## config.mk

```make
export PLATFORM = sky130hd
export DESIGN_NAME = sreg_pipe_ctrl_flat
export DESIGN_NICKNAME = d
export VERILOG_FILES = /design/src/rtl/sreg_ctrl_pkg.sv /design/src/rtl/sreg_pipe_ctrl_if.sv /design/src/rtl/sreg_valid_track.sv /design/src/rtl/sreg_pipe_ctrl.sv /design/src/flat_wrapper.sv
export SDC_FILE = /design/constraint.sdc
export NUM_CORES = 1
export LEC_CHECK = 0
export ABC_CLOCK_PERIOD_IN_PS = 3000
export BUFFER_PORTS_ARGS = -buffer_cell sky130_fd_sc_hd__buf_2
export CAP_MARGIN = 20
export CORE_MARGIN = 2
export CORE_UTILIZATION = 50
export DETAILED_ROUTE_END_ITERATION = 8
export PLACE_DENSITY = 0.7
export SLEW_MARGIN = 20
export SYNTH_ARGS = -nofsm -noshare
export SYNTH_HDL_FRONTEND = slang
export SYNTH_SLANG_ARGS = --single-unit
```

## constraint.sdc

```tcl
create_clock -name clk -period 3 [get_ports clk]
set_input_delay 0.6 -clock clk [delete_from_list [all_inputs] [get_ports clk]]
set_output_delay 0.6 -clock clk [all_outputs]
set_load 0.1 [all_outputs]
```

## src/rtl/sreg_ctrl_pkg.sv

```systemverilog
// Shared types and helpers for the shift-register pipe controller.
package sreg_ctrl_pkg;

    typedef enum logic [1:0] {RUN, DRAIN, DONE} sreg_ctrl_state_t;

    function automatic int occ_width(input int depth);
        return $clog2(depth + 1);
    endfunction

endpackage

```

## src/rtl/sreg_pipe_ctrl_if.sv

```systemverilog
// Upstream/downstream valid-ready handshake bundle for sreg_pipe_ctrl.
interface sreg_pipe_ctrl_if;

    logic in_valid;
    logic in_ready;
    logic out_valid;
    logic out_ready;

    // master is the producer/consumer environment; slave is the controller
    modport master (output in_valid, out_ready, input in_ready, out_valid);
    modport slave  (input in_valid, out_ready, output in_ready, out_valid);

endinterface

```

## src/rtl/sreg_valid_track.sv

```systemverilog
// Per-stage valid bits: DEPTH-deep shift register with clock enable and synchronous clear.
module sreg_valid_track #(
    parameter int DEPTH = 18
) (
    input  logic             clk,
    input  logic             rst_n,
    input  logic             ce,
    input  logic             clr,
    input  logic             din,
    output logic [DEPTH-1:0] q
);

    generate
        if (DEPTH == 1) begin : g_single
            always_ff @(posedge clk or negedge rst_n) begin
                if (!rst_n)   q <= '0;
                else if (clr) q <= '0;
                else if (ce)  q <= din;
            end
        end else begin : g_chain
            always_ff @(posedge clk or negedge rst_n) begin
                if (!rst_n)   q <= '0;
                else if (clr) q <= '0;
                else if (ce)  q <= {q[DEPTH-2:0], din};
            end
        end
    endgenerate

endmodule

```

## src/rtl/sreg_pipe_ctrl.sv

```systemverilog
// Valid/ready flow controller for a CE-gated fixed-latency shift-register datapath.
// Optional build macro SREG_CTRL_IDLE_GATE_EN holds sreg_ce low while the pipe is empty.
module sreg_pipe_ctrl
    import sreg_ctrl_pkg::*;
#(
    parameter  int DEPTH = 18,
    localparam int CNT_W = occ_width(DEPTH)
) (
    input  logic              clk,
    input  logic              rst_n,
    sreg_pipe_ctrl_if.slave   bus,
    output logic              sreg_ce,
    input  logic              drain,
    input  logic              flush,
    output logic              drain_done,
    output logic              busy,
    output logic [CNT_W-1:0]  occupancy
);

    sreg_ctrl_state_t state, next_state;
    logic [DEPTH-1:0] valid_q;
    logic             ce_raw;
    logic             accept;
    logic             xfer;

    assign ce_raw        = !valid_q[DEPTH-1] || bus.out_ready;
    assign bus.in_ready  = rst_n && ce_raw && (state == RUN) && !flush;
    assign accept        = bus.in_valid && bus.in_ready;
    assign bus.out_valid = valid_q[DEPTH-1];
    assign xfer          = bus.out_valid && bus.out_ready;
    assign busy          = (occupancy != '0) || (state != RUN);

`ifdef SREG_CTRL_IDLE_GATE_EN
    // An empty pipe only shifts zeros, so suppressing CE leaves valid/occupancy unchanged.
    assign sreg_ce = ce_raw && (accept || (occupancy != '0));
`else
    assign sreg_ce = ce_raw;
`endif

    sreg_valid_track #(.DEPTH(DEPTH)) u_valid (
        .clk   (clk),
        .rst_n (rst_n),
        .ce    (sreg_ce),
        .clr   (flush),
        .din   (accept),
        .q     (valid_q)
    );

    always_ff @(posedge clk or negedge rst_n) begin
        if (!rst_n)                 occupancy <= '0;
        else if (flush)             occupancy <= '0;
        else if (accept && !xfer)   occupancy <= occupancy + CNT_W'(1);
        else if (xfer && !accept)   occupancy <= occupancy - CNT_W'(1);
    end

    always_ff @(posedge clk or negedge rst_n) begin
        if (!rst_n) state <= RUN;
        else        state <= next_state;
    end

    always_comb begin
        next_state = state;
        drain_done = 1'b0;
        case (state)
            RUN:   if (drain) next_state = DRAIN;
            DRAIN: if (flush || (occupancy == '0)) next_state = DONE;
            DONE: begin
                drain_done = 1'b1;
                next_state = RUN;
            end
            default: next_state = RUN;
        endcase
    end

endmodule

```

## src/flat_wrapper.sv

```systemverilog
// flat-port wrapper written by rule: the top's interface ports become plain ports
module sreg_pipe_ctrl_flat import sreg_ctrl_pkg::*;
#(
    parameter  int DEPTH = 18,
    localparam int CNT_W = occ_width(DEPTH)
)
  (clk, rst_n, sreg_ce, drain, flush, drain_done, busy, occupancy, bus_in_valid, bus_out_ready, bus_in_ready, bus_out_valid);
  sreg_pipe_ctrl_if bus_i ();
  input  logic clk;
  input  logic rst_n;
  output logic sreg_ce;
  input  logic drain;
  input  logic flush;
  output logic drain_done;
  output logic busy;
  output logic [CNT_W-1:0] occupancy;
  input wire logic [$bits(bus_i.in_valid)-1:0] bus_in_valid;
  input wire logic [$bits(bus_i.out_ready)-1:0] bus_out_ready;
  output wire logic [$bits(bus_i.in_ready)-1:0] bus_in_ready;
  output wire logic [$bits(bus_i.out_valid)-1:0] bus_out_valid;
  assign bus_i.in_valid = bus_in_valid;
  assign bus_i.out_ready = bus_out_ready;
  assign bus_in_ready = bus_i.in_ready;
  assign bus_out_valid = bus_i.out_valid;
  sreg_pipe_ctrl #(.DEPTH(DEPTH)) u_core (.clk(clk), .rst_n(rst_n), .bus(bus_i), .sreg_ce(sreg_ce), .drain(drain), .flush(flush), .drain_done(drain_done), .busy(busy), .occupancy(occupancy));
endmodule
```

Word-level counts from Yosys, hierarchy flattened
Cells that the tools add are included.
{"block": "word_totals", "register_bits": 25, "elab_cells": 39, "input_bits": 6, "output_inout_bits": 10}
{"block": "op_classes", "eq_ne": 4, "muxes": 9, "reduce_logical": 21, "add_sub_neg": 2}
{"op": "$mux W18", "n": 2}
{"op": "$mux W5", "n": 3}
{"op": "$logic_and A1 B1 Y1", "n": 7}
{"op": "$add A5 B1 Y5 const B", "n": 1}
{"op": "$logic_not A5 Y1", "n": 1}
{"op": "$reduce_bool A5 Y1", "n": 1}
{"op": "$sub A5 B1 Y5 const B", "n": 1}
{"op": "$logic_not A1 Y1", "n": 4}
{"op": "$mux W2", "n": 2}
{"op": "$pmux W2 S2", "n": 1}
{"op": "$reduce_bool A2 Y1", "n": 2}
{"op": "$logic_or A1 B1 Y1", "n": 3}
{"op": "$reduce_bool A3 Y1", "n": 1}
{"op": "$eq A2 B1 Y1 const B", "n": 1}
{"op": "$eq A2 B2 Y1 const B", "n": 1}
{"op": "$logic_not A2 Y1", "n": 1}
{"op": "$ne A2 B1 Y1 const B", "n": 1}
{"op": "$ne A2 B2 Y1 const B", "n": 1}
{"op": "$reduce_and A2 Y1", "n": 1}
{"op": "$mux W1", "n": 1}

Longest topological paths before layout
{"block": "logic_depth", "word_depth": 11, "ltp_mapped": 8, "depth_no_buf": 8}

By module
From an unflattened synthesis, not the netlist that was laid out.
{"block": "unflattened", "hier_cells": 112, "hier_area_um2": 1306.3}
{"mod": "sreg_valid_track", "seq_area_each_um2": 450.4, "cells_per_inst": 58, "area_per_inst_um2": 739.5, "n_inst": 1}
{"mod": "sreg_pipe_ctrl", "seq_area_each_um2": 175.2, "cells_per_inst": 54, "area_per_inst_um2": 566.8, "n_inst": 1}

Least setup slack after synthesis
Ideal clock, no wire load.
{"block": "synth_path", "kind": "register to output", "startpoint": "register u_core.u_valid.q[17]", "endpoint": "output bus_in_ready", "setup_slack_ps": -334, "required_time_ps": 2400, "path_stages_with_launch": 5, "n_path_buf": 2, "arrival_ps": 2734, "cell_sequence": "dfrtp_1 nor2b_1 clkbuf_1 clkbuf_1 nor2_1"}
{"block": "synth_via", "elab_chain_len": 5}
{"item": "from (decl)", "line_no": "sreg_valid_track.sv:10", "text": "output logic [DEPTH-1:0] q"}
{"item": "from (signal assigned)", "line_no": "sreg_valid_track.sv:24", "text": "else if (ce) q <= {q[DEPTH-2:0], din};"}
{"item": "$logic_not A1 Y1", "line_no": "sreg_pipe_ctrl.sv:26", "text": "assign ce_raw = !valid_q[DEPTH-1] || bus.out_ready;"}
{"item": "$logic_or A1 B1 Y1", "line_no": "sreg_pipe_ctrl.sv:26"}
{"item": "$logic_and A1 B1 Y1 (3 in a row)", "line_no": "sreg_pipe_ctrl.sv:27", "text": "assign bus.in_ready = rst_n && ce_raw && (state == RUN) && !flush;"}
{"item": "to (decl)", "line_no": "flat_wrapper.sv:19", "text": "output wire logic [$bits(bus_i.in_ready)-1:0] bus_in_ready;"}
Every way passes these cells.

Final worst setup path
{"block": "layout_path", "startpoint": "register u_core.state[1]", "endpoint": "register u_core.occupancy[4]"}
{"block": "layout_via", "elab_chain_len": 7, "elab_cells_between_ends": 10, "cone_classes": "mux (2); reduce/logical (8)"}
{"item": "from (decl)", "line_no": "sreg_pipe_ctrl.sv:20", "text": "sreg_ctrl_state_t state, next_state;"}
{"item": "from (signal assigned)", "line_no": "sreg_pipe_ctrl.sv:58", "text": "else state <= next_state;"}
{"item": "$logic_not A2 Y1 *", "line_no": "sreg_pipe_ctrl.sv:27"}
{"item": "$logic_and A1 B1 Y1 * (2 in a row)", "line_no": "sreg_pipe_ctrl.sv:27"}
{"item": "$logic_and A1 B1 Y1 *", "line_no": "sreg_pipe_ctrl.sv:28", "text": "assign accept = bus.in_valid && bus.in_ready;"}
{"item": "$logic_and A1 B1 Y1 or $logic_not A1 Y1 (tied branches)", "line_no": "sreg_pipe_ctrl.sv:52, sreg_pipe_ctrl.sv:53"}
{"item": "$mux W5 or $logic_and A1 B1 Y1 (tied branches)", "line_no": "sreg_pipe_ctrl.sv:52, sreg_pipe_ctrl.sv:53"}
{"item": "$mux W5 or $reduce_bool A3 Y1 (tied branches)"}
{"item": "to (signal assigned)", "line_no": "sreg_pipe_ctrl.sv:52", "text": "else if (accept && !xfer) occupancy <= occupancy + CNT_W'(1);"}
{"item": "to (signal assigned)", "line_no": "sreg_pipe_ctrl.sv:53", "text": "else if (xfer && !accept) occupancy <= occupancy - CNT_W'(1);"}
{"item": "to (decl)", "line_no": "sreg_pipe_ctrl.sv:17", "text": "output logic [CNT_W-1:0] occupancy"}
Every way passes the cells marked *; elsewhere a longest branch is shown, timed or not.
A chain may end at the register's enable or synchronous reset.

==> run metrics <==
fin nets roughly 160; DP Wirelength about 1700 um; Sw Share between 40% and 50%; Int Pwr 0.568 mW; row count 18; Yosys top cell area share roughly 50%; crit path kind flop to flop; worst-margin pin slew ~490 ps; minimum clock period about 2700 ps; max-cap violation count 0; vias in the first global route between 900 and 1000; Clock power frac 13.4%; Final GP Congestion 0.743; Initial Util between 50% and 60%; Netlist cell types 30; post-synthesis register bit count 25; clk buf depth 2; Synthesized Nets 142; setup ws final ~340 ps; fmax roughly 380 MHz; most frequent cell after synthesis nand2_1; # H-tree levels 1; asr flop ratio synth between 90% and 100%; Worst EP required ~3200 ps; mapped cell area about 0.0012 mm^2; final hold violations 0; number of synthesized flops with an enable pin 0; worst skew pair latency 300 ps; drc violations 0; Commonest cells post-synth 36 x nand2_1, 25 x dfrtp_1, 19 x a21oi_1, 6 x nor2_1, 5 x clkbuf_1; multi-input logic area a little under 600 um^2; Place WS approximately 140 ps; post-route antenna net violation count 0; # diodes 0; CP max stage delay slightly below 600 ps; All-Layer GR Usage 20.0%; power consumption between 1 and 1.5 mW; post-synth top area cell dfrtp_1; clock skew 2.61 ps; clock sink total 25; fillers around 200; Slew Limit Fails 0; Starting DRT DRC Count 17; relative slew slack between 60 and 70%; RSZ-0062 raised after global routing no; Root Driver clkbuf_4; initial antenna violation count 0; Reg power frac a little under two fifths; critical-path maximum fanout 7; die height approximately 54 um; Final Core Density around three fifths; Post-CTS Setup Bufs 0; GR Overflow Total 0; FF/Latch Area between 600 and 700 um^2; wire per inst 13.0 um; Num CTS Buffers 3; total die area about 0.0029 mm^2; Syn Area/Cell ~9.5 um^2; Post-CTS Hold Fix Bufs 0; cell leakage power between 0.6 and 0.7 nW; min-delay worst type input pin to async pin; global-route wire length before repair between 4000 and 5000 um; Port Buf Inserts 15; CTS tree yes; setup TNS 0 ps; startpoint class of the critical path flop; Vias 977; share of layout cells above drive strength 1 a little over a fifth; top cells by area, synth dfrtp_1 50%, nand2_1 11%, a21oi_1 7.6%; Seq/Total Area, Yosys between 50 and 60%; Final Routed Wirelength ~2300 um; Pwr Density ~760 mW/mm^2; outcome finished, final reports clean; Resized cells post-CTS 0; CTS clk-pin slew, worst paths approximately 130 ps; synthesized instance count 131; Comb pwr share a little under 50%; die width 54 um; area delta synth->final 13.6%; I/O pin total 16; CP max-delay cell or4b_4; WP data arrival between 2000 and 3000 ps; period utilisation layout approximately 89%; sw power about 0.52 mW; cell family with most CP delay simple AND/OR/NAND/NOR gates; vias per inst approximately 5.5; worst path bufs/invs 1; Synth Warn # 0; Final setup viols 0; pin count of the biggest net entering global routing 29; Core ar. 0.00243 mm^2; crit path capture type flop; commonest register cell after synthesis dfrtp_1; worst vdd ir between 0.7 and 0.8 mV; First-pass DRT Iterations 4; worst path cell trace or4b_4, nor3b_4, inv_2, ha_1, a21oi_1, nand2_1, nor3b_2, a311o_1
-- metal layers --
layer	wire length (um)	vias to the layer above	global-route usage [%]
li1	-	480	-
met1	1080	480	26.7
met2	1180	15	33.1
met3	56	2	3.61
met4	15	0	5.83
met5	0	-	0
-- cell usage in the layout, fill, tap and decap left out, types with 3 or more instances in the layout --
| cell | instances |
|---|---|
| ha_1 | 4 |
| nand3_1 | 4 |
| nor2_1 | 5 |
| nand2_1 | 36 |
| a21oi_1 | 19 |
| buf_2 | 14 |
| buf_4 | 5 |
| dfrtp_1 | 25 |
| nor2b_1 | 4 |
| clkbuf_4 | 3 |
-- worst paths after layout --
path,from,end,slack (ps),depth (start not counted)
min reg2reg,u_core.u_valid.q[16],u_core.u_valid.q[17],520,2
max,u_core.state[1],u_core.occupancy[4],340,8
min in group clk,u_core.u_valid.q[16],u_core.u_valid.q[17],520,2
max reg2reg,u_core.state[1],u_core.occupancy[4],340,8
min,rst_n,u_core.state[1],270,2
max in group asynchronous,rst_n,u_core.u_valid.q[6],2480,2
-- cell type report --
cell class / instances / share of cell area, %
flip-flops and latches: 25 / 44.1
well taps: 30 / 2.64
clock buffers: 4 / 1.85
repair buffers: 20 / 8.99
multi-input cells: 98 / 41.9
inverters: 2 / 0.529
-- worst reg2reg max path, cell delays in order, from the launching register on --
cell and delay [ps]:
dfrtp_1 460, or4b_4 590, nor3b_4 210, inv_2 110
ha_1 340, a21oi_1 270, nand2_1 110, nor3b_2 160
a311o_1 310
-- through the flow --
step / cell area, um^2 / std cells / hold slack (ps)
3_5_place_dp: 1390 / 175 / 489
4_1_cts: 1420 / 179 / 279
3_3_place_gp: 1390 / 175 / 475
6_report: 1420 / 179 / 275
2_1_floorplan: 1250 / 131 / 304
5_1_grt: 1420 / 179 / 289
-- logic make-up after synthesis --
logic type | Yosys count | share of synthesized area [%]
simple gates | 64 | 26.6
flops | 25 | 50.1
compound gates | 23 | 10.4
buf+inv | 8 | 2.50
fa+ha+maj | 5 | 5.61
mux | 4 | 3.40
xor+xnor | 2 | 1.40
-- power groups by stage --
stage          logic (mW)  clock network, mW  registers, mW
6_report            0.524              0.145          0.417
5_1_grt             0.569              0.163          0.422
4_1_cts             0.528              0.152          0.417
3_5_place_dp        0.527                  0          0.424
3_3_place_gp        0.517                  0          0.419
2_1_floorplan       0.313                  0          0.531
-- flip-flops by register name, summed over array words and instances (netlist names) --
register,cells
u_core.occupancy,5
u_core.state,2
u_core.u_valid.q,18
No activity file was read; power rests on OpenSTA's default activity.
